==> src/rtl/cpu_pkg.sv <==
// Shared datapath definitions.
//   cond_e : the 16 ARM condition-field encodings (instruction bits [31:28])
//   *_IDX  : bit positions of N, Z, C and V inside a 4-bit {N,Z,C,V} flag word
package cpu_pkg;

   typedef enum logic [3:0] {
      COND_EQ = 4'b0000,
      COND_NE = 4'b0001,
      COND_CS = 4'b0010,
      COND_CC = 4'b0011,
      COND_MI = 4'b0100,
      COND_PL = 4'b0101,
      COND_VS = 4'b0110,
      COND_VC = 4'b0111,
      COND_HI = 4'b1000,
      COND_LS = 4'b1001,
      COND_GE = 4'b1010,
      COND_LT = 4'b1011,
      COND_GT = 4'b1100,
      COND_LE = 4'b1101,
      COND_AL = 4'b1110,
      COND_NV = 4'b1111
   } cond_e;

   localparam int N_IDX = 3;
   localparam int Z_IDX = 2;
   localparam int C_IDX = 1;
   localparam int V_IDX = 0;

endpackage

==> src/rtl/cond_check.sv <==
// Combinational condition evaluator: tests a 4-bit condition field against
// a {N,Z,C,V} flag word. Kept separate so branch-predict or hazard logic can
// reuse it.
//   cond    in  4  condition field
//   flags   in  4  {N,Z,C,V}
//   cond_ex out 1  condition passed
module cond_check
   import cpu_pkg::*;
(
   input  logic [3:0] cond,
   input  logic [3:0] flags,
   output logic       cond_ex
);

   logic n, z, c, v;

   assign n = flags[N_IDX];
   assign z = flags[Z_IDX];
   assign c = flags[C_IDX];
   assign v = flags[V_IDX];

   always_comb begin
      cond_ex = 1'b1;
      case (cond_e'(cond))
         COND_EQ: cond_ex = z;
         COND_NE: cond_ex = ~z;
         COND_CS: cond_ex = c;
         COND_CC: cond_ex = ~c;
         COND_MI: cond_ex = n;
         COND_PL: cond_ex = ~n;
         COND_VS: cond_ex = v;
         COND_VC: cond_ex = ~v;
         COND_HI: cond_ex = c & ~z;
         COND_LS: cond_ex = ~c | z;
         COND_GE: cond_ex = (n == v);
         COND_LT: cond_ex = (n != v);
         COND_GT: cond_ex = ~z & (n == v);
         COND_LE: cond_ex = z | (n != v);
         COND_AL: cond_ex = 1'b1;
         // 1111 is executed unconditionally rather than as "never".
         COND_NV: cond_ex = 1'b1;
         default: cond_ex = 1'b1;
      endcase
   end

endmodule

==> src/rtl/cond_unit.sv <==
// Condition unit downstream of the ALU. Holds the NZCV flag register,
// evaluates the condition field against the stored flags, gates the
// decoder's write strobes and counts executed/skipped instructions.
//   clk, reset            clock, synchronous active-high reset
//   InstrValid            instruction is real; gates all state updates
//   Cond, ALUFlags, FlagW condition field, ALU {N,Z,C,V}, flag-write enables
//   PCS, RegW, MemW       ungated write strobes from the decoder
//   NoWrite               compare-type instruction, suppress register write
//   CntClear              synchronous clear of both counters
//   PCSrc, RegWrite,
//   MemWrite              gated strobes
//   CondEx                condition passed
//   Flags                 registered {N,Z,C,V}
//   ExecCount, SkipCount  executed / skipped instruction counters
module cond_unit
   import cpu_pkg::*;
#(
   parameter int CNT_W = 32
) (
   input  logic             clk,
   input  logic             reset,
   input  logic             InstrValid,
   input  logic [3:0]       Cond,
   input  logic [3:0]       ALUFlags,
   input  logic [1:0]       FlagW,
   input  logic             PCS,
   input  logic             RegW,
   input  logic             MemW,
   input  logic             NoWrite,
   input  logic             CntClear,
   output logic             PCSrc,
   output logic             RegWrite,
   output logic             MemWrite,
   output logic             CondEx,
   output logic [3:0]       Flags,
   output logic [CNT_W-1:0] ExecCount,
   output logic [CNT_W-1:0] SkipCount
);

   logic commit;

   // Evaluated against the registered flags, so a flag-setting conditional
   // instruction sees the flags left by its predecessor.
   cond_check u_cond_check (
      .cond    (Cond),
      .flags   (Flags),
      .cond_ex (CondEx)
   );

   assign commit   = CondEx & InstrValid;
   assign PCSrc    = PCS & commit;
   assign RegWrite = RegW & ~NoWrite & commit;
   assign MemWrite = MemW & commit;

   always_ff @(posedge clk) begin
      if (reset) begin
         Flags <= 4'b0000;
      end else if (commit) begin
         if (FlagW[1]) begin
            Flags[N_IDX] <= ALUFlags[N_IDX];
            Flags[Z_IDX] <= ALUFlags[Z_IDX];
         end
         if (FlagW[0]) begin
            Flags[C_IDX] <= ALUFlags[C_IDX];
            Flags[V_IDX] <= ALUFlags[V_IDX];
         end
      end
   end

   // Clear beats increment: the instruction in the clearing cycle is dropped.
   always_ff @(posedge clk) begin
      if (reset || CntClear) begin
         ExecCount <= '0;
         SkipCount <= '0;
      end else if (InstrValid) begin
         if (CondEx) ExecCount <= ExecCount + CNT_W'(1);
         else        SkipCount <= SkipCount + CNT_W'(1);
      end
   end

endmodule

==> config.mk <==
export PLATFORM = sky130hd
export DESIGN_NAME = cond_unit
export DESIGN_NICKNAME = d
export VERILOG_FILES = /design/src/rtl/cpu_pkg.sv /design/src/rtl/cond_check.sv /design/src/rtl/cond_unit.sv
export SDC_FILE = /design/constraint.sdc
export NUM_CORES = 1
export LEC_CHECK = 0
export ABC_AREA = 1
export CORE_MARGIN = 4
export CORE_UTILIZATION = 40
export DETAILED_ROUTE_END_ITERATION = 10
export GPL_TIMING_DRIVEN = 0
export PLACE_DENSITY_LB_ADDON = 0.1
export SLEW_MARGIN = 25
export SYNTH_ARGS = -nofsm -noshare
export SYNTH_HDL_FRONTEND = slang
export SYNTH_SLANG_ARGS = --single-unit
==> constraint.sdc <==
create_clock -name clk -period 4.2 [get_ports clk]
set_input_delay 1.26 -clock clk [delete_from_list [all_inputs] [get_ports clk]]
set_output_delay 1.26 -clock clk [all_outputs]
set_load 0.1 [all_outputs]
# == Word-level counts from Yosys, hierarchy flattened ==
# Cells that the tools add are included.
# totals
ff_bits,68
latch_bits,0
ram_bits,0
romBits,0
inputBits,18
out_inout_bits,72
wordCells,46
memories,0
# op_classes
add_sub_neg,2
mul,0
div_mod_pow,0
order_cmp,0
n_eq_ne,17
n_shift,0
muxes,1
bitwise,15
reduce_logical,7
# ops
cell,n
$add 32x1->32 const B,2
$eq 4x4->1 const B,8
$eq 4x3->1 const B,4
$pmux 1 s15,1
$eq 4x2->1 const B,2
$reduce_and 2->1,4
$and 1x1->1,7
$not 1->1,6
$eq 4x1->1 const B,1
$logic_not 4->1,1
$or 1x1->1,2
$reduce_or 2->1,1
$eq 1x1->1,1
$logic_or 1x1->1,1
$ne 1x1->1,1

# == Logic depth before layout (Yosys ltp) ==
# Gate-level depths: netlist of run 1.
# logic_depth
word_depth,5
mapped_depth,13

# == By module ==
# From an unflattened synthesis of run 1, not the netlist that was laid out.
# hier_totals
hier_cells,612
hier_area_um2,3839.9
# modules_own_cells
module,n_inst,cells_per_inst,area_per_inst_um2
cond_unit,1,560,3607.2
cond_check,1,52,232.7

# == Least setup slack after synthesis of run 1 ==
# Ideal clock, no wire load.
# synth_timing
path_kind,input to output
startpoint,input port Cond[1]
endpoint,output port MemWrite
t_arrival_ns,3.467
required_ns,2.940
path_slack_ns,-0.527
path_stages,11
n_path_buf,2
cell_sequence,buf_6 > nor2_4 > nand3_1 > nor2_1 > nand2_1 > nand2_1 > nor2_2 > nand2_4 > nand3_4 > buf_6 > nor2_1
# synth_between
elab_chain_cells,5
# synth_lines
element,line,source
from (decl),cond_unit.sv:23,"input logic [3:0] Cond,"
$eq 4x4->1,cond_check.sv:24,case (cond_e'(cond))
$reduce_or 2->1 (no line),n/a,
$pmux 1 s15 *,cond_check.sv:24,
$and 1x1->1 *,cond_unit.sv:50,assign commit = CondEx & InstrValid;
$and 1x1->1 *,cond_unit.sv:53,assign MemWrite = MemW & commit;
to (decl),cond_unit.sv:33,"output logic MemWrite,"
# Mark *: on every way between the ends. The rest lies on a longest branch, timed or not.

# == Final worst setup path of run 1 ==
# layout_timing
startpoint,input port Cond[2]
endpoint,output port RegWrite
# layout_between
elab_chain_cells,5
# layout_lines
element,line,source
$eq 4x4->1,cond_check.sv:24,
$reduce_or 2->1 (no line),n/a,
$pmux 1 s15 *,cond_check.sv:24,
$and 1x1->1 *,cond_unit.sv:50,
$and 1x1->1 *,cond_unit.sv:52,assign RegWrite = RegW & ~NoWrite & commit;
to (decl),cond_unit.sv:32,"output logic RegWrite,"
# Marks and branches as above.

==> results of run 1 <==
-- synth_stat cells (3+ instances only) --
cell type  number  area share, %
inv_2           4           0.31
buf_6           7            1.6
xnor2_1         7            1.3
a21oi_2        22            4.0
nor2_1        107            8.3
nor3_1         14            1.5
nand2_2        10            1.3
a21oi_1        43            4.5
nand3_1        32            3.3
nand2_1       266             21
nand3b_1       22            3.4
clkbuf_1       14            1.1
buf_2           6           0.62
inv_1          37            2.9
nand4_1        36            4.7
xor2_1         25            4.5
dfxtp_1        68             28
nor2_2          4           0.52
buf_8           3           0.93
nand3_2        14            2.9
-- through the flow --
| stage | hold slack [ns] | power [mW] |
|---|---|---|
| finish | 0.497 | 1.80 |
| global route | 0.525 | 1.85 |
| CTS | 0.500 | 1.81 |
| detailed placement | 0.490 | 0.960 |
| global placement | 0.487 | 0.958 |
| floorplan | 0.915 | 0.878 |
-- layout by cell type, fill, tap and decap left out, types with 2 or more instances in the layout --
master	Yosys	layout
nand2_1	266	266
nor2_1	107	104
clkdlybuf4s50_1	0	81
dfxtp_1	68	68
a21oi_1	43	43
inv_1	37	37
nand4_1	36	36
nand3_1	32	32
xor2_1	25	25
a21oi_2	22	22
nand3b_1	22	22
clkbuf_1	14	15
nand3_2	14	14
nor3_1	14	14
nand2_2	10	10
clkbuf_16	0	9
buf_2	6	8
buf_4	0	8
nor2_2	4	7
xnor2_1	7	7
buf_8	3	5
buf_6	7	5
inv_2	4	4
nor2_4	2	2
nand2_8	2	2
o21ai_0	2	2
ha_1	2	2
bufinv_16	0	2
clkinvlp_4	0	2
clkdlybuf4s15_2	0	2
-- repair_timing --
| item | in CTS | in global routing |
|---|---|---|
| pin swaps | 2 | 3 |
| hold buffers | 0 | 0 |
| buffers inserted | 2 | 4 |
| setup endpoints to repair | 4 | 1 |
| resized for setup | 36 | 3 |
-- flip-flops by register name, indices dropped and copies added, names as in the netlist --
register,flops
ExecCount,32
SkipCount,32
Flags,4
-- final cells by class --
| cell class | count | area, um2 |
|---|---|---|
| Buffer | 30 | 214 |
| Clock buffer | 11 | 243 |
| Clock inverter | 5 | 83.8 |
| Fill cell | 1205 | 5340 |
| Inverter | 42 | 158 |
| Multi-Input combinational cell | 615 | 3110 |
| Sequential cell | 68 | 1360 |
| Tap cell | 143 | 179 |
| Timing Repair Buffer | 94 | 923 |
-- per-layer routing --
metal / track usage (%) / vias to the layer above / part of all wire (%)
met1: 32.7 / 2436 / 50
li1: - / 2661 / -
met2: 33.6 / 168 / 42
met4: 6.37 / 0 / 1.4
met5: 0 / - / 0
met3: 4.90 / 17 / 6.7
-- final timing paths --
kind                               from                          to  slack (ns)  cells past startpoint
min          SkipCount[21]$_SDFFE_PP0P_  SkipCount[21]$_SDFFE_PP0P_        0.50                      2
min reg2reg  SkipCount[21]$_SDFFE_PP0P_  SkipCount[21]$_SDFFE_PP0P_        0.50                      2
max                             Cond[2]                    RegWrite         0.1                     13
max reg2reg   SkipCount[0]$_SDFFE_PP0P_  SkipCount[16]$_SDFFE_PP0P_        2.09                      8
-- worst register-to-register path: stages, from the launching register on --
cell and delay (ns):
dfxtp_1 0.48, ha_1 0.36, nand2_1 0.11, nor2_1 0.31
nand2_1 0.20, nor2_1 0.19, xor2_1 0.15, nand3_1 0.09
a21oi_1 0.15
-- kinds of logic (layout without fill, tap and decap cells) --
kind of cell / after synthesis / count (layout)
compound gates: 69 / 69
fa+ha+maj: 2 / 2
flops: 68 / 68
buf+inv: 72 / 182
simple gates: 512 / 512
xor+xnor: 32 / 32
-- power by group through the flow --
stage          Sequential (mW)  Clock, mW  Combinational, mW
6_report                 0.656      0.842              0.303
5_1_grt                  0.656      0.877              0.321
4_1_cts                  0.656      0.857              0.293
3_5_place_dp             0.670          0              0.290
3_3_place_gp             0.670          0              0.288
2_1_floorplan            0.701          0              0.177
==> flow_summary.yaml, run 1 <==
place:
  dp_cells: 986
  placed_area_um2: 5900
  dpl.hpwl_um: 12100
  globalplace.congestion: 0.965
  dpl_worst_slack_ns: -1.31
  io_buffers: 88
floorplan:
  die_w_um: 118
  chipHeight_um: 118
  ios: 90
  start_util_pct: 41.5
  coreArea_um2: 11600
  die_area_um2: 13900
  rows: 39
yosys:
  synthXorXnorAreaFrac_pct: 5.81
  synth_top_family_by_area: "simple AND/OR/NAND/NOR gates"
  synth_seq_area_share_pct: 28.2
  synth_compound_area_share_pct: 9.15
  avgSynthCellArea_um2: 6.39
  async_reset_ff_share_pct: 0
  synth-simple-area-share_pct: 48.8
  synth_cell_type_count: 30
  synth-edff-count: 0
  synthCells: 755
  ys_ff_latch: 68
  synthMuxAreaShare_pct: 0
  syn-num-nets: 775
  synthesis.area_um2: 4820
  synthFlopType: "dfxtp_1"
  synth_fa_ha_area_share_pct: 0.519
  yosys_warnings: 0
setup_path:
  critical-path-slowest-cell: "clkdlybuf4s15_2"
  cp_max_fo: 7
  worst-path-buf-inv: 4
  cp.arrival_ns: 2.84
  path_cells: "clkdlybuf4s15_2 -> inv_1 -> nor2_2 -> nand2_1 -> nand2_1 -> nand2_1 -> nand2_1 -> nor2_2 -> nand2_4 -> nand3_4 -> buf_8 -> nor3b_4 -> buf_12"
  critPathMaxStageDelay_ns: 0.25
  cp.required_ns: 2.94
  cp-start-kind: "primary input"
  endpoint_kind: "output pin"
  crit_type: "in2out"
  critical_path.top_delay_family: "simple AND/OR/NAND/NOR gates"
  crit_top_cell: "nand2_1"
cts:
  cts_buffer_depth: 2
  numClockSinks: 68
  cts.htree.levels: 3
  numCtsBuffers: 9
  cts_tree: "built"
  clk_latency_ns: 0.34
  clk_pin_slew_ns: 0.06
  cts_root_buf: "clkbuf_16"
pwr:
  power_frac_clock_pct: 46.7
  pwr-share-comb_pct: 16.8
  sequentialPowerShare_pct: 36.4
  intPower_mw: 1.28
  p_switching_mw: 0.519
  ir_worst_vdd_mv: 0.132
  power.density_nw_per_um2: 287
  swShare_pct: 28.8
  leakage_nw: 2.12
outcome:
  status: "finished clean"
sta:
  skew_ns: 0.00597
  setup_ws_ns: 0.0974
  fmax_mhz: 244
  tightest_slew_ns: 0.989
  layout_min_cycle_time_ns: 4.10
  setup_viol: 0
  hold_viol: 0
  relSlewSlack_pct: 33.9
  setup_tns_ns: 0
  slew_viol_final: 0
  fin_crit_sh_pct: 97.7
  rsz0062_at_grt: "no"
worst_hold_path:
  hp-class: "reg2reg"
detailed_routing:
  vias: 5282
  viasPerCell: 5.24
  ant_nets: 0
  drtPass1Iterations: 5
  wl_um: 15700
  drtIter0Drc: 431
  routedWlPerCell_um: 15.6
  drc: 0
global_route:
  grt.total_usage_pct: 22.6
  grt_pass1_vias: 4972
  grt_pass1_wl_um: 25600
  globalRoute.totalOverflow: 0
  grt_max_degree: 13
  antenna_found_initial: 0
finish:
  areaGrowthSynthToFinish_pct: 30.1
  instances_no_fill: 1008
  layout-drive-gt1-share_pct: 12.6
  final_area_um2: 6270
  num_antenna_cells: 0
  final_core_util_pct: 54.0
  fin_nets: 880
run:
  drv_cap: 0
Note: power is estimated with default switching activity, not from simulation.
==> run 2, diff against run 1 <==
- CTS_BUF_LIST: default -> sky130_fd_sc_hd__clkbuf_8 sky130_fd_sc_hd__clkbuf_16
==> flow_summary.yaml, run 2 (synthesized netlist as in run 1, its figures left out) <==
sta:
  slew_viol_final: 0
  layout_min_cycle_time_ns: 4.10
  hold_viol: 0
  fin_crit_sh_pct: 97.7
  relSlewSlack_pct: 33.9
  fmax_mhz: 244
  rsz0062_at_grt: "no"
  skew_ns: 0.00618
  setup_viol: 0
  tightest_slew_ns: 0.989
  setup_tns_ns: 0
  holdWs_ns: 0.497
  setup_ws_ns: 0.0952
floorplan:
  chipHeight_um: 118
  coreArea_um2: 11600
  ios: 90
  die_area_um2: 13900
  die_w_um: 118
  start_util_pct: 41.5
  rows: 39
finish:
  areaGrowthSynthToFinish_pct: 30.1
  fin_nets: 880
  seq_area_um2: 1360
  reg_top3: "ExecCount x32, SkipCount x32, Flags x4"
  num_antenna_cells: 0
  final_core_util_pct: 54.0
  fillers: 1205
  layout_commonest_cell: "nand2_1"
  final_cell_mix: "nand2_1, nor2_1, clkdlybuf4s50_1, dfxtp_1, a21oi_1"
  layout-drive-gt1-share_pct: 12.6
  multi_input_area_um2: 3110
cts:
  cts_root_buf: "clkbuf_16"
  cts.htree.levels: 3
  cts_buffer_depth: 2
  clk_latency_ns: 0.34
  clk_pin_slew_ns: 0.06
  cts_tree: "built"
  numClockSinks: 68
  numCtsBuffers: 9
place:
  dpl.hpwl_um: 12100
  dpl_worst_slack_ns: -1.31
  globalplace.congestion: 0.965
  io_buffers: 88
pwr:
  p_switching_mw: 0.520
  pwr-share-comb_pct: 16.9
  ir_worst_vdd_mv: 0.132
  power.density_nw_per_um2: 287
  leakage_nw: 2.13
  total_power_mw: 1.80
  sequentialPowerShare_pct: 36.4
  power_frac_clock_pct: 46.7
  swShare_pct: 28.9
  intPower_mw: 1.28
global_route:
  grt.total_usage_pct: 22.6
  antenna_found_initial: 0
  grt_pass1_wl_um: 25600
  grt_max_degree: 13
  grt_pass1_vias: 4972
  globalRoute.totalOverflow: 0
detailed_routing:
  routedWlPerCell_um: 15.6
  ant_nets: 0
  drtPass1Iterations: 5
  wl_um: 15700
  drtIter0Drc: 433
  vias: 5273
  drc: 0
  viasPerCell: 5.23
setup_path:
  critical-path-slowest-cell: "clkdlybuf4s15_2"
  worst-path-buf-inv: 4
  crit_top_cell: "nand2_1"
  endpoint_kind: "output pin"
  critical_path.top_delay_family: "simple AND/OR/NAND/NOR gates"
  cp.arrival_ns: 2.84
  worst-r2r-setup-slack_ns: 2.09
  crit_type: "in2out"
  cp-start-kind: "primary input"
  cp_max_fo: 7
  path_cells: "clkdlybuf4s15_2 -> inv_1 -> nor2_2 -> nand2_1 -> nand2_1 -> nand2_1 -> nand2_1 -> nor2_2 -> nand2_4 -> nand3_4 -> buf_8 -> nor3b_4 -> buf_12"
  critPathMaxStageDelay_ns: 0.25
  cp.required_ns: 2.94
outcome:
  status: "finished clean"
worst_hold_path:
  hp-class: "reg2reg"
run:
  drv_cap: 0
-- run 2: worst reg2reg max path, stage by stage (launching register included) --
cell and delay, ns:
dfxtp_1 0.48, ha_1 0.36, nand2_1 0.11, nor2_1 0.31, nand2_1 0.20, nor2_1 0.19, xor2_1 0.15, nand3_1 0.09
a21oi_1 0.15
-- run 2: what timing repair did --
| action | 4_1_cts | 5_1_grt |
|---|---|---|
| endpoints found under the hold margin | 0 | 0 |
| setup endpoints to repair | 4 | 1 |
| hold buffers | 0 | 0 |
| resized for setup | 36 | 3 |
| pin swaps | 2 | 3 |
| buffers inserted | 2 | 4 |
-- run 2: metal layers --
| metal | up-vias | global-route usage, % | wire (um) |
|---|---|---|---|
| li1 | 2662 | - | - |
| met1 | 2427 | 32.7 | 7800 |
| met2 | 167 | 33.6 | 6570 |
| met3 | 17 | 4.90 | 1090 |
| met4 | 0 | 6.37 | 218 |
| met5 | - | 0 | 0 |
-- run 2: final timing paths --
check,startpoint,end,cells after the start
setup / recovery,Cond[2],RegWrite,13
hold / removal,SkipCount[21]$_SDFFE_PP0P_,SkipCount[21]$_SDFFE_PP0P_,2
setup reg to reg,SkipCount[0]$_SDFFE_PP0P_,SkipCount[16]$_SDFFE_PP0P_,8
hold reg to reg,SkipCount[21]$_SDFFE_PP0P_,SkipCount[21]$_SDFFE_PP0P_,2
-- run 2: cell type report --
type | instances | share of cell area (%)
Timing Repair Buffer | 94 | 14.7
Buffer | 30 | 3.41
Tap cell | 143 | 2.85
Clock buffer | 10 | 3.81
Multi-Input combinational cell | 615 | 49.6
Inverter | 42 | 2.51
Clock inverter | 6 | 1.40
Sequential cell | 68 | 21.7
-- run 2: per-stage QoR --
stage,instances,area [um2]
final,1008,6270
after global placement,986,5900
after floorplan,755,4840
after global routing,1008,6270
after CTS,1004,6250
after detailed placement,986,5900
-- run 2: power by group through the flow --
| stage | clock network, mW | logic [mW] | registers (mW) |
|---|---|---|---|
| after floorplan | 0 | 0.177 | 0.701 |
| after global placement | 0 | 0.288 | 0.670 |
| after detailed placement | 0 | 0.290 | 0.670 |
| after CTS | 0.855 | 0.293 | 0.656 |
| after global routing | 0.875 | 0.321 | 0.656 |
| final | 0.840 | 0.303 | 0.656 |
==> run 3, diff against run 2 <==
- CORE_UTILIZATION: 40 -> 56
==> flow_summary.yaml, run 3 (synthesized netlist as in run 1, its figures left out) <==
outcome:
  status: "finished clean"
setup_path:
  cp-start-kind: "primary input"
  endpoint_kind: "output pin"
  critical-path-slowest-cell: "clkdlybuf4s15_2"
  worst-r2r-setup-slack_ns: 2.01
  reg2reg_to: "ExecCount[16]$_SDFFE_PP0P_"
  cp.arrival_ns: 2.90
  crit_type: "in2out"
  reg2regPathDepth: 8
  cp.required_ns: 2.94
  r2r-start: "ExecCount[0]$_SDFFE_PP0P_"
  path_cells: "clkdlybuf4s15_2 -> inv_1 -> nor2_2 -> nand2_1 -> a21oi_2 -> nor2_4 -> nand2_4 -> nand3_4 -> buf_6 -> nor3b_4 -> buf_12"
  cp_max_fo: 10
  critPathMaxStageDelay_ns: 0.24
run:
  drv_cap: 0
sta:
  rsz0062_at_grt: "yes"
  hold_viol: 0
  fin_crit_sh_pct: 99.0
  fmax_mhz: 240
  slew_viol_final: 0
  layout_min_cycle_time_ns: 4.16
  holdWs_ns: 0.505
  relSlewSlack_pct: 34.3
  setup_viol: 0
  skew_ns: 0.00909
  setup_tns_ns: 0
  tightest_slew_ns: 0.982
floorplan:
  rows: 33
  coreArea_um2: 8300
  die_area_um2: 10200
  start_util_pct: 58.1
  die_w_um: 101
  ios: 90
  chipHeight_um: 101
finish:
  fin_nets: 876
  instances_no_fill: 966
  final_area_um2: 6100
  fillers: 705
  layout_commonest_cell: "nand2_1"
  multi_input_area_um2: 3110
  final_core_util_pct: 73.5
  num_antenna_cells: 0
  seq_area_um2: 1360
  layout-drive-gt1-share_pct: 12.3
  areaGrowthSynthToFinish_pct: 26.5
  reg_top3: "ExecCount x32, SkipCount x32, Flags x4"
  final_cell_mix: "nand2_1, nor2_1, clkdlybuf4s50_1, dfxtp_1, a21oi_1"
pwr:
  ir_worst_vdd_mv: 0.207
  power.density_nw_per_um2: 259
  leakage_nw: 2.06
detailed_routing:
  vias: 5485
  viasPerCell: 5.68
  ant_nets: 0
  routedWlPerCell_um: 15.7
  wl_um: 15100
  drtIter0Drc: 447
  drc: 0
  drtPass1Iterations: 6
cts:
  ctsHoldBuffers: 0
  clk_pin_slew_ns: 0.08
  numCtsBuffers: 9
  clk_latency_ns: 0.36
  cts_root_buf: "clkbuf_8"
  cts_tree: "built"
  cts.htree.levels: 3
  numClockSinks: 68
  cts_buffer_depth: 2
place:
  dp_cells: 948
  globalplace.congestion: 1.02
  io_buffers: 88
  placed_area_um2: 5850
  dpl.hpwl_um: 11400
worst_hold_path:
  min_to: "SkipCount[30]$_SDFFE_PP0P_"
  hold_depth: 2
  hold_start: "SkipCount[30]$_SDFFE_PP0P_"
  hp-class: "reg2reg"
global_route:
  grt.total_usage_pct: 29.7
  antenna_found_initial: 0
  globalRoute.totalOverflow: 0
  grt_max_degree: 14
  grt_pass1_vias: 4879
  grt_pass1_wl_um: 24000
## run 3: area by class of cell
type                    count  area share, %
plain buffers              30           3.44
clock buffers               9           2.03
clock inverters             7           1.62
inverters                  42           2.58
multi-input cells         615           51.0
flip-flops and latches     68           22.3
well taps                 105           2.15
repair buffers             90           14.9
## run 3: metal layers
metal	global-route usage (%)	wire length, um	vias up
met1	41.2	6400	2492
met4	8.29	308	0
met3	6.99	1670	39
met5	0	0	-
met2	46.0	6740	303
li1	-	-	2651
## run 3: repair_timing
item,in CTS,in global routing
gates resized for setup,34,4
pin swaps,1,0
buffers inserted,0,2
endpoints found under the setup margin,4,4
## run 3: worst max-delay path by stage
stage	from	end	slack, ns	depth (start not counted)
4_1_cts	Cond[2]	RegWrite	0.01	11
6_report	Cond[2]	RegWrite	0.04	11
5_1_grt	Cond[2]	RegWrite	-0.06	13
2_1_floorplan	Cond[1]	RegWrite	-0.1	11
3_5_place_dp	Cond[3]	RegWrite	-1.25	11
3_3_place_gp	Cond[3]	RegWrite	-1.25	11
## run 3: through the flow
step | power (mW) | setup WS (ns)
2_1_floorplan | 0.878 | -0.0987
3_3_place_gp | 0.950 | -1.25
3_5_place_dp | 0.954 | -1.25
4_1_cts | 1.58 | 0.00978
5_1_grt | 1.63 | -0.0590
6_report | 1.58 | 0.0412
## run 3: where the power goes
part	leakage [nW]	switching (mW)	internal (mW)
sequential	0.548	0.00615	0.649
combinational	1.40	0.202	0.0878
clock	0.110	0.298	0.337
total	2.06	0.506	1.07
## run 3: worst max-delay path: cells and delay by family
family / cells / cell delay (ns)
and+or+nand+nor: 6 / 0.76
buffers and inverters: 4 / 0.69
AOI/OAI and AO/OA: 1 / 0.18
